## config.mk

```make
export PLATFORM = sky130hd
export DESIGN_NAME = pong_ctrl
export DESIGN_NICKNAME = d
export VERILOG_FILES = /design/src/rtl/pong_pkg.sv /design/src/rtl/pong_input_sync.sv /design/src/rtl/pong_ctrl.sv
export SDC_FILE = /design/constraint.sdc
export NUM_CORES = 1
export LEC_CHECK = 0
export BUFFER_PORTS_ARGS = -buffer_cell sky130_fd_sc_hd__buf_2
export CORE_AREA = 2 2 98 100
export CTS_CLUSTER_SIZE = 16
export DETAILED_ROUTE_END_ITERATION = 8
export DIE_AREA = 0 0 100 102
export HOLD_SLACK_MARGIN = 0.1
export PLACE_DENSITY = 0.95
export SYNTH_ARGS = -nofsm -noshare
export SYNTH_HDL_FRONTEND = slang
export SYNTH_HIERARCHICAL = 1
export SYNTH_SLANG_ARGS = --single-unit
```

## constraint.sdc

```tcl
create_clock -name clk -period 7.94 [get_ports clk]
set_input_delay 0.794 -clock clk [delete_from_list [all_inputs] [get_ports clk]]
set_output_delay 0.794 -clock clk [all_outputs]
set_load 0.02 [all_outputs]
```

## src/rtl/pong_pkg.sv

```systemverilog
// Shared game-state encodings, default geometry and small arithmetic helpers.
package pong_pkg;

  typedef enum logic [1:0] {
    ST_IDLE  = 2'd0,
    ST_SERVE = 2'd1,
    ST_PLAY  = 2'd2,
    ST_OVER  = 2'd3
  } game_state_t;

  localparam int DEF_SCREEN_W     = 640;
  localparam int DEF_SCREEN_H     = 480;
  localparam int DEF_PADDLE_W     = 8;
  localparam int DEF_PADDLE_H     = 64;
  localparam int DEF_BALL_SIZE    = 8;
  localparam int DEF_L_PADDLE_X   = 16;
  localparam int DEF_R_PADDLE_X   = 616;
  localparam int DEF_PADDLE_SPEED = 4;
  localparam int DEF_BALL_SPEED   = 2;
  localparam int DEF_SERVE_FRAMES = 60;
  localparam int DEF_WIN_SCORE    = 9;

  // One frame of paddle motion: up/down clamped to [0, lim]; both or neither hold.
  function automatic logic [9:0] paddle_step(input logic [9:0] pad, input logic up,
                                             input logic dn, input logic [9:0] spd,
                                             input logic [9:0] lim);
    logic [9:0] r;
    r = pad;
    if (up && !dn)
      r = (pad < spd) ? '0 : pad - spd;
    else if (dn && !up)
      r = (({1'b0, pad} + {1'b0, spd}) >= {1'b0, lim}) ? lim : pad + spd;
    return r;
  endfunction

  // Score increment that sticks at the winning score.
  function automatic logic [3:0] sat_inc(input logic [3:0] s, input logic [3:0] lim);
    return (s >= lim) ? s : s + 4'd1;
  endfunction

endpackage

```

## src/rtl/pong_input_sync.sv

```systemverilog
// Button synchronizers and vsync falling-edge frame tick.
module pong_input_sync
  import pong_pkg::*;
(
  input  logic       clk,
  input  logic       rst,
  input  logic       vsync,
  input  logic [4:0] btn_raw,
  output logic [4:0] btn,
  output logic       tick
);

  logic [4:0] sync1;
  logic       vsync_q;

  // Two-flop synchronizers for buttons; single register on vsync (idle high).
  always_ff @(posedge clk or posedge rst) begin
    if (rst) begin
      sync1   <= '0;
      btn     <= '0;
      vsync_q <= 1'b1;
    end else begin
      sync1   <= btn_raw;
      btn     <= sync1;
      vsync_q <= vsync;
    end
  end

  assign tick = vsync_q & ~vsync;

endmodule

```

## src/rtl/pong_ctrl.sv

```systemverilog
// Pong game controller: FSM, serve counter, paddle and ball datapath, scores.
module pong_ctrl
  import pong_pkg::*;
#(
  parameter int SCREEN_W     = DEF_SCREEN_W,
  parameter int SCREEN_H     = DEF_SCREEN_H,
  parameter int PADDLE_W     = DEF_PADDLE_W,
  parameter int PADDLE_H     = DEF_PADDLE_H,
  parameter int BALL_SIZE    = DEF_BALL_SIZE,
  parameter int L_PADDLE_X   = DEF_L_PADDLE_X,
  parameter int R_PADDLE_X   = DEF_R_PADDLE_X,
  parameter int PADDLE_SPEED = DEF_PADDLE_SPEED,
  parameter int BALL_SPEED   = DEF_BALL_SPEED,
  parameter int SERVE_FRAMES = DEF_SERVE_FRAMES,
  parameter int WIN_SCORE    = DEF_WIN_SCORE
) (
  input  logic       clk,
  input  logic       rst,
  input  logic       vsync,
  input  logic       btn_l_up,
  input  logic       btn_l_dn,
  input  logic       btn_r_up,
  input  logic       btn_r_dn,
  input  logic       btn_start,
  output logic [9:0] ball_x,
  output logic [9:0] ball_y,
  output logic [9:0] pad_l_y,
  output logic [9:0] pad_r_y,
  output logic [3:0] score_l,
  output logic [3:0] score_r,
  output logic [1:0] game_state
);

  localparam logic signed [10:0] SPD_B  = 11'(BALL_SPEED);
  localparam logic signed [10:0] X_MAX  = 11'(SCREEN_W - BALL_SIZE);
  localparam logic signed [10:0] Y_MAX  = 11'(SCREEN_H - BALL_SIZE);
  localparam logic signed [10:0] L_EDGE = 11'(L_PADDLE_X + PADDLE_W);
  localparam logic signed [10:0] R_EDGE = 11'(R_PADDLE_X - BALL_SIZE);
  localparam logic [10:0] BS_U     = 11'(BALL_SIZE);
  localparam logic [10:0] PH_U     = 11'(PADDLE_H);
  localparam logic [9:0]  BALL_CX  = 10'((SCREEN_W - BALL_SIZE) / 2);
  localparam logic [9:0]  BALL_CY  = 10'((SCREEN_H - BALL_SIZE) / 2);
  localparam logic [9:0]  PAD_MAX  = 10'(SCREEN_H - PADDLE_H);
  localparam logic [9:0]  PAD_C    = 10'((SCREEN_H - PADDLE_H) / 2);
  localparam logic [9:0]  PAD_SPD  = 10'(PADDLE_SPEED);
  localparam logic [7:0]  SERVE_LD = 8'(SERVE_FRAMES - 1);
  localparam logic [3:0]  WIN      = 4'(WIN_SCORE);

  logic [4:0] btn;
  logic       tick;

  pong_input_sync u_sync (
    .clk     (clk),
    .rst     (rst),
    .vsync   (vsync),
    .btn_raw ({btn_start, btn_r_dn, btn_r_up, btn_l_dn, btn_l_up}),
    .btn     (btn),
    .tick    (tick)
  );

  game_state_t state, state_nxt;
  logic        dx_right, dy_down, dx_nxt, dy_nxt;
  logic [7:0]  cnt, cnt_nxt;
  logic [9:0]  bx_nxt, by_nxt, pl_nxt, pr_nxt;
  logic [3:0]  sl_nxt, sr_nxt, sl_inc, sr_inc;
  logic signed [10:0] bx, by, nx, ny;
  logic [10:0] ball_bot;
  logic        ov_l, ov_r, hit_l, hit_r;

  // State and datapath registers; everything loads only from the next-state logic.
  always_ff @(posedge clk or posedge rst) begin
    if (rst) begin
      state    <= ST_IDLE;
      ball_x   <= BALL_CX;
      ball_y   <= BALL_CY;
      pad_l_y  <= PAD_C;
      pad_r_y  <= PAD_C;
      score_l  <= '0;
      score_r  <= '0;
      dx_right <= 1'b1;
      dy_down  <= 1'b1;
      cnt      <= '0;
    end else begin
      state    <= state_nxt;
      ball_x   <= bx_nxt;
      ball_y   <= by_nxt;
      pad_l_y  <= pl_nxt;
      pad_r_y  <= pr_nxt;
      score_l  <= sl_nxt;
      score_r  <= sr_nxt;
      dx_right <= dx_nxt;
      dy_down  <= dy_nxt;
      cnt      <= cnt_nxt;
    end
  end

  // Next-state, motion, collision and scoring, all gated by the frame tick.
  always_comb begin
    state_nxt = state;
    bx_nxt    = ball_x;
    by_nxt    = ball_y;
    pl_nxt    = pad_l_y;
    pr_nxt    = pad_r_y;
    sl_nxt    = score_l;
    sr_nxt    = score_r;
    dx_nxt    = dx_right;
    dy_nxt    = dy_down;
    cnt_nxt   = cnt;

    bx       = $signed({1'b0, ball_x});
    by       = $signed({1'b0, ball_y});
    nx       = dx_right ? bx + SPD_B : bx - SPD_B;
    ny       = dy_down  ? by + SPD_B : by - SPD_B;
    ball_bot = {1'b0, ball_y} + BS_U;
    ov_l     = (ball_bot > {1'b0, pad_l_y}) && ({1'b0, ball_y} < ({1'b0, pad_l_y} + PH_U));
    ov_r     = (ball_bot > {1'b0, pad_r_y}) && ({1'b0, ball_y} < ({1'b0, pad_r_y} + PH_U));
    hit_l    = !dx_right && (bx >= L_EDGE) && (nx <= L_EDGE) && ov_l;
    hit_r    =  dx_right && (bx <= R_EDGE) && (nx >= R_EDGE) && ov_r;
    sl_inc   = sat_inc(score_l, WIN);
    sr_inc   = sat_inc(score_r, WIN);

    if (tick) begin
      unique case (state)
        ST_IDLE: begin
          bx_nxt = BALL_CX;
          by_nxt = BALL_CY;
          pl_nxt = PAD_C;
          pr_nxt = PAD_C;
          if (btn[4]) begin
            sl_nxt    = '0;
            sr_nxt    = '0;
            cnt_nxt   = SERVE_LD;
            state_nxt = ST_SERVE;
          end
        end
        ST_SERVE: begin
          pl_nxt = paddle_step(pad_l_y, btn[0], btn[1], PAD_SPD, PAD_MAX);
          pr_nxt = paddle_step(pad_r_y, btn[2], btn[3], PAD_SPD, PAD_MAX);
          if (cnt == '0) state_nxt = ST_PLAY;
          else           cnt_nxt   = cnt - 8'd1;
        end
        ST_PLAY: begin
          pl_nxt = paddle_step(pad_l_y, btn[0], btn[1], PAD_SPD, PAD_MAX);
          pr_nxt = paddle_step(pad_r_y, btn[2], btn[3], PAD_SPD, PAD_MAX);
          if (ny <= 11'sd0) begin
            by_nxt = '0;
            dy_nxt = 1'b1;
          end else if (ny >= Y_MAX) begin
            by_nxt = Y_MAX[9:0];
            dy_nxt = 1'b0;
          end else begin
            by_nxt = ny[9:0];
          end
          // A miss overrides the wall result: the ball is recentred and dy kept as it was.
          if (hit_l) begin
            bx_nxt = L_EDGE[9:0];
            dx_nxt = 1'b1;
          end else if (hit_r) begin
            bx_nxt = R_EDGE[9:0];
            dx_nxt = 1'b0;
          end else if (nx <= 11'sd0 || nx >= X_MAX) begin
            bx_nxt  = BALL_CX;
            by_nxt  = BALL_CY;
            dy_nxt  = dy_down;
            cnt_nxt = SERVE_LD;
            if (nx <= 11'sd0) begin
              sr_nxt    = sr_inc;
              dx_nxt    = 1'b0;
              state_nxt = (sr_inc == WIN) ? ST_OVER : ST_SERVE;
            end else begin
              sl_nxt    = sl_inc;
              dx_nxt    = 1'b1;
              state_nxt = (sl_inc == WIN) ? ST_OVER : ST_SERVE;
            end
          end else begin
            bx_nxt = nx[9:0];
          end
        end
        ST_OVER: begin
          if (btn[4]) begin
            bx_nxt    = BALL_CX;
            by_nxt    = BALL_CY;
            pl_nxt    = PAD_C;
            pr_nxt    = PAD_C;
            state_nxt = ST_IDLE;
          end
        end
        default: state_nxt = ST_IDLE;
      endcase
    end
  end

  assign game_state = state;

endmodule
```

# Word-level counts from Yosys, hierarchy flattened
# Index checks and enable logic that the tools add are counted.
totals:
  register_bits: 71
  input_bits: 8
  word_cells: 163
classes:
  n_addsub: 16
  order_cmp: 18
  eq_ne: 17
  muxes: 63
  bitwise: 2
  reduce_logical: 34
ops:
  columns: ["cell", "count"]
  rows:
  - ["two-way mux 10 bit", 19]
  - ["case mux 10 bit (3 select lines)", 4]
  - ["two-way mux 4 bit", 11]
  - ["two-way mux 8 bit", 5]
  - ["AND reduction 7 bit", 4]
  - ["case mux 8 bit (3 select lines)", 1]
  - ["adder 10 x 2 -> 11 bit, second input constant", 2]
  - ["adder 10 x 3 -> 11 bit, second input constant", 2]
  - ["adder 10 x 7 -> 11 bit, second input constant", 2]
  - [">= comparator 11 bit, second input constant", 2]
  - [">= comparator 11 x 9 -> 1 bit, second input constant", 2]
  - ["greater-than comparator 11 x 10 -> 1 bit", 2]
  - ["less-or-equal comparator 11 x 1 -> 1 bit, second input constant", 2]
  - ["less-than comparator 10 x 11 -> 1 bit", 2]
  - ["two-way mux 11 bit", 2]
  - ["subtractor 10 x 2 -> 11 bit, second input constant", 2]
  - ["adder 10 x 3 -> 10 bit, second input constant", 2]
  - ["less-than comparator 10 x 3 -> 1 bit, second input constant", 2]
  - ["subtractor 10 x 3 -> 10 bit, second input constant", 2]
  - ["two-way mux 2 bit", 9]
  - ["case mux 4 bit (2 select lines)", 2]
  - ["AND reduction 3 bit", 5]
  - ["inequality test 2 bit, second input constant", 7]
  - ["logical AND 1 bit", 12]
  - ["other kinds (25)", 45]

# Longest topological paths before layout
depth:
  depth_word: 9
  mapped_depth: 15

# By module
# Netlist, hierarchy kept.
modules_own_cells:
  columns: ["mod", "instances", "cells_per_inst", "area_each_um2", "seq_area_each_um2"]
  rows:
  - ["pong_ctrl", 1, 650, 5432.7, 1398.8]
  - ["pong_input_sync", 1, 13, 294.0, 276.5]

# Worst setup path before layout
# OpenSTA, ideal clock, no wires.
synth_path:
  path_type: "register -> register"
  start: "register dx_right"
  end: "register score_r[0]"
  setup_time_ns: 0.140
  arrival_time_ns: 3.293
  required_ns: 7.800
  setup_slack_ns: 4.507
  path_stages_with_launch: 14
  n_path_buf: 2
  synth_period_minus_slack_ns: 3.433
  cell_sequence: "dfstp_2 > inv_1 > fa_1 > a21o_1 > a21oi_1 > xor2_1 > nor4b_2 > a31oi_4 > and2_1 > buf_6 > o31a_1 > buf_2 > o31ai_1 > o21ai_0"
synth_via:
  elab_chain_cells: 6
  word_cells_on_any_way: 18
  classes_between: "4 x order compare; 4 x eq/ne; 1 x mux; 9 x reduce/logical"
synth_lines:
  columns: ["item", "line", "source"]
  rows:
  - ["start, declared", "pong_ctrl.sv:62", "logic dx_right, dy_down, dx_nxt, dy_nxt;"]
  - ["start signal, assigned", "pong_ctrl.sv:91", "dx_right <= dx_nxt;"]
  - ["two-way mux 11 bit / zero test 1 bit (equally long branches)", "pong_ctrl.sv:112, pong_ctrl.sv:117", null]
  - [">= comparator 11 bit, or another cell as far along", "pong_ctrl.sv:118", "hit_r = dx_right && (bx <= R_EDGE) && (nx >= R_EDGE) && ov_r;"]
  - ["logical AND 1 bit, on equally long branches (2 in series)", "pong_ctrl.sv:118, pong_ctrl.sv:117", null]
  - ["inequality test 2 bit (no source line)", null, null]
  - ["AND reduction 7 bit (no source line) *", null, null]
  - ["end signal, assigned", "pong_ctrl.sv:90", "score_r <= sr_nxt;"]
  - ["end, declared", "pong_ctrl.sv:30", "output logic [3:0] score_r,"]
# Mark *: on every way between the ends. The rest lies on a longest branch, timed or not.
# A chain may end at the register's enable or synchronous reset.

# Worst setup path after layout
layout_path:
  start: "register pad_l_y[6]"
  end: "register score_l[1]"
layout_via:
  elab_chain_cells: 6
  word_cells_on_any_way: 7
  classes_between: "1 x add/sub; 2 x order compare; 1 x eq/ne; 3 x reduce/logical"
layout_lines:
  columns: ["item", "line", "source"]
  rows:
  - ["start, declared", "pong_ctrl.sv:27", "output logic [9:0] pad_l_y,"]
  - ["start signal, assigned", "pong_ctrl.sv:87", "pad_l_y <= pl_nxt;"]
  - ["adder 10 x 7 -> 11 bit", "pong_ctrl.sv:115", "ov_l = (ball_bot > {1'b0, pad_l_y}) && ({1'b0, ball_y} < ({1'b0, pad_l_y} + PH_U));"]
  - ["less-than comparator 10 x 11 -> 1 bit", "pong_ctrl.sv:115", null]
  - ["logical AND 1 bit *", "pong_ctrl.sv:115", null]
  - ["logical AND 1 bit *", "pong_ctrl.sv:117", "hit_l = !dx_right && (bx >= L_EDGE) && (nx <= L_EDGE) && ov_l;"]
  - ["inequality test 2 bit (no source line) *", null, null]
  - ["AND reduction 7 bit (no source line) *", null, null]
  - ["end signal, assigned", "pong_ctrl.sv:89", "score_l <= sl_nxt;"]
  - ["end, declared", "pong_ctrl.sv:29", "output logic [3:0] score_l,"]
# Marked as above.

==> results.sh <==
export IMPL_status="complete, no violations"
export IMPL_syn_area_sq_um=5730
export IMPL_root_buffer="clkbuf_8"
export IMPL_synth_ff_type="dfrtp_1"
export IMPL_rsz0062_at_grt="false"
export IMPL_ir_drop_v=0.000258
export IMPL_worstHoldStart="u_sync/sync1[3]"
export IMPL_design_area_sq_um=6230
export IMPL_critPathArrivalTime_ns=4.67
export IMPL_ys_seq_elements=66
export IMPL_startpoint="pad_l_y[6]"
export IMPL_nets=785
export IMPL_start_util=0.629
export IMPL_pin_count=58
export IMPL_cts_hold_buf=0
export IMPL_place_hpwl_mm=11.0
export IMPL_reg2reg_depth=12
export IMPL_synth_cells=663
export IMPL_drt_initial_drc_count=443
export IMPL_clk_latency_ns=0.35
export IMPL_grt_pass1_wl_mm=25.3
export IMPL_synth_area_per_cell_sq_um=8.64
export IMPL_yosysUniqueCellTypes=78
export IMPL_grt_max_degree=56
export IMPL_drc_errors=0
export IMPL_grt_total_usage=0.305
export IMPL_placed_area_sq_um=6030
export IMPL_antenna_left=0
export IMPL_r2r_setup_slack_ns=3.51
export IMPL_r2r_end="score_l[1]"
export IMPL_wl_mm=15.0
export IMPL_maxSlewHeadroom=0.353
export IMPL_die_y_microns=102
export IMPL_p_per_area_nw_per_um2=497
export IMPL_hold_viol=0
export IMPL_fmax_mhz=226
export IMPL_fin_skew_ns=0.0139
export IMPL_cap_violations=0
export IMPL_grt_pass1_vias=5441
export IMPL_hold_depth=0
export IMPL_cts_clk_slew_worst_paths_ns=0.08
export IMPL_seq_area_frac_synth=0.293
export IMPL_slew_violations=0
export IMPL_setup_violations=0
export IMPL_timing_final_crit_share=0.558
export IMPL_worst_pin_slew_ns=0.970
export IMPL_gr_total_overflow=0
export IMPL_cts_sinks=66
export IMPL_routed_via_count=5526
export IMPL_die_width_microns=100
export IMPL_hold_class="flip-flop to flip-flop"
export IMPL_cts_resized=0
export IMPL_crit_fanout=21
export IMPL_crit_required_ns=8.18
export IMPL_clock_path_buffers=2
export IMPL_cts_tree="yes"
export IMPL_antenna_found_initial=0
export IMPL_async_flop_share=1.00
export IMPL_cp_end_kind="flip-flop"
export IMPL_numCtsBuffers=9
export IMPL_utilization=0.684
export IMPL_synth_edff_count=0
export IMPL_design_die_area_sq_um=10200
export IMPL_drive_gt1_frac=0.160
export IMPL_worstSetupStartpointType="flip-flop"
export IMPL_placementRows=35
export IMPL_fin_crit_ns=4.43
export IMPL_core_area_sq_um=9110
export IMPL_crit_type="flip-flop to flip-flop"
export IMPL_tns_ns=0
export IMPL_firstDrtPassIters=5
export IMPL_syn2layout_area_growth_pct=8.85
export IMPL_holdPathEnd="u_sync/btn[3]"
export IMPL_portBuffers=52
export IMPL_r2r_start="pad_l_y[6]"
export IMPL_cts_htree_levels=3
export IMPL_diodes=0
export IMPL_gp_congestion=0.968
export IMPL_vias_per_cell=6.71
export IMPL_synth_warnings=6
export IMPL_p_leak_nw=2.70
export IMPL_wl_per_cell_microns=18.3
export IMPL_cts_setup_buffers=0
[where the power goes]
group | switching (mW) | internal (mW) | leakage (nW)
logic | 1.34 | 0.829 | 1.80
registers | 0.178 | 0.459 | 0.792
clock network | 0.133 | 0.164 | 0.104
total | 1.65 | 1.45 | 2.70
[per-stage QoR]
stage                     power (mW)  hold WS [ns]  setup slack, ns  std cells
after detailed placement        2.71         0.335             3.65        807
final                           3.10         0.350             3.51        823
after global routing            3.35         0.363             3.36        823
after global placement          2.58         0.332             3.70        807
after floorplan                 2.24         0.331             4.51        667
after CTS                       3.04         0.350             3.61        823
[metal layers]
layer | wire, microns | GRT usage | vias to the layer above
met5 | 0 | 0 | -
met1 | 5940 | 0.362 | 2639
met2 | 7490 | 0.542 | 298
li1 | - | - | 2525
met4 | 513 | 0.135 | 0
met3 | 1100 | 0.0595 | 64
[worst max-delay path by stage]
stage | end | slack [ns] | cells past startpoint
final | score_l[1] | 3.51 | 12
after global routing | score_l[1] | 3.36 | 13
after CTS | score_l[1] | 3.61 | 12
after detailed placement | score_l[1] | 3.65 | 12
after global placement | score_l[1] | 3.70 | 12
after floorplan | score_r[0] | 4.51 | 13
[synth_stat cells (8+ instances only)]
cell,instances,area share
ha_1,68,0.15
o31ai_1,13,0.017
xor2_1,8,0.012
o21ai_0,48,0.042
nand2_1,61,0.040
nor2_1,30,0.020
dfrtp_1,47,0.21
and3_1,8,0.0087
nor3_1,17,0.015
dfstp_2,19,0.087
a21oi_1,43,0.038
a31oi_1,11,0.012
o211ai_1,8,0.010
a21o_1,9,0.012
clkbuf_1,17,0.011
xnor2_1,28,0.043
nand3_1,28,0.024
inv_1,46,0.030
nor4_1,9,0.0098
[placed cells by master (no fill, tap or decap), types with 4 or more instances in the layout]
cell,instances
nor4_1,9
nand4_1,6
o21ai_1,6
o21ai_0,48
o22a_1,6
a31oi_1,11
o21bai_1,7
or3_1,5
nand3b_1,4
o211ai_1,8
and3_1,8
clkbuf_8,11
a21oi_1,43
o21a_1,6
conb_1,5
a211o_1,4
a211oi_1,7
nor2_1,30
dfstp_2,19
nand2_1,61
nor3_1,17
a31o_2,4
nor2b_1,5
inv_1,45
xnor2_1,28
dfrtp_1,47
a21o_1,9
o31ai_1,13
or2_2,6
xor2_1,8
buf_2,52
and2_1,5
nand3_1,28
ha_1,68
o221ai_1,4
nand2b_1,5
[flip-flops by register name, summed over array words and instances (netlist names)]
register / flops
ball_x: 9
ball_y: 10
cnt: 8
dx_right: 1
dy_down: 1
game_state: 2
pad_l_y: 8
pad_r_y: 8
score_l: 4
score_r: 4
u_sync/btn: 5
u_sync/sync1: 5
u_sync/vsync_q: 1
[critical path, cell delays in order, from the launching register on]
cell       delay (ns)
dfstp_2          0.63
ha_1             0.28
xnor2_1          0.14
ha_1             0.27
a21o_1           0.17
a21oi_1          0.14
a31oi_1          0.10
a211o_1          0.34
a2111oi_0        0.74
and2_1           0.35
o31a_1           0.71
o22ai_1          0.16
a32o_1           0.30
[layout make-up]
class | count | area (sq um)
Clock buffer | 13 | 159
Clock inverter | 3 | 47.5
Fill cell | 688 | 2880
Inverter | 46 | 173
Multi-Input combinational cell | 530 | 3760
Sequential cell | 66 | 1680
Tap cell | 111 | 139
Timing Repair Buffer | 54 | 275
[cells by family after synthesis]
logic type                 after synthesis  synth area share
AOI/OAI and AO/OA                      209             0.250
xor gates and xnor gates                36            0.0551
adders and majority gates               70             0.156
buffers and inverters                   71            0.0527
DFF                                     66             0.293
muxes                                    5           0.00918
other                                    1          0.000655
and+or+nand+nor                        205             0.185
(Power assumes the default switching activity.)
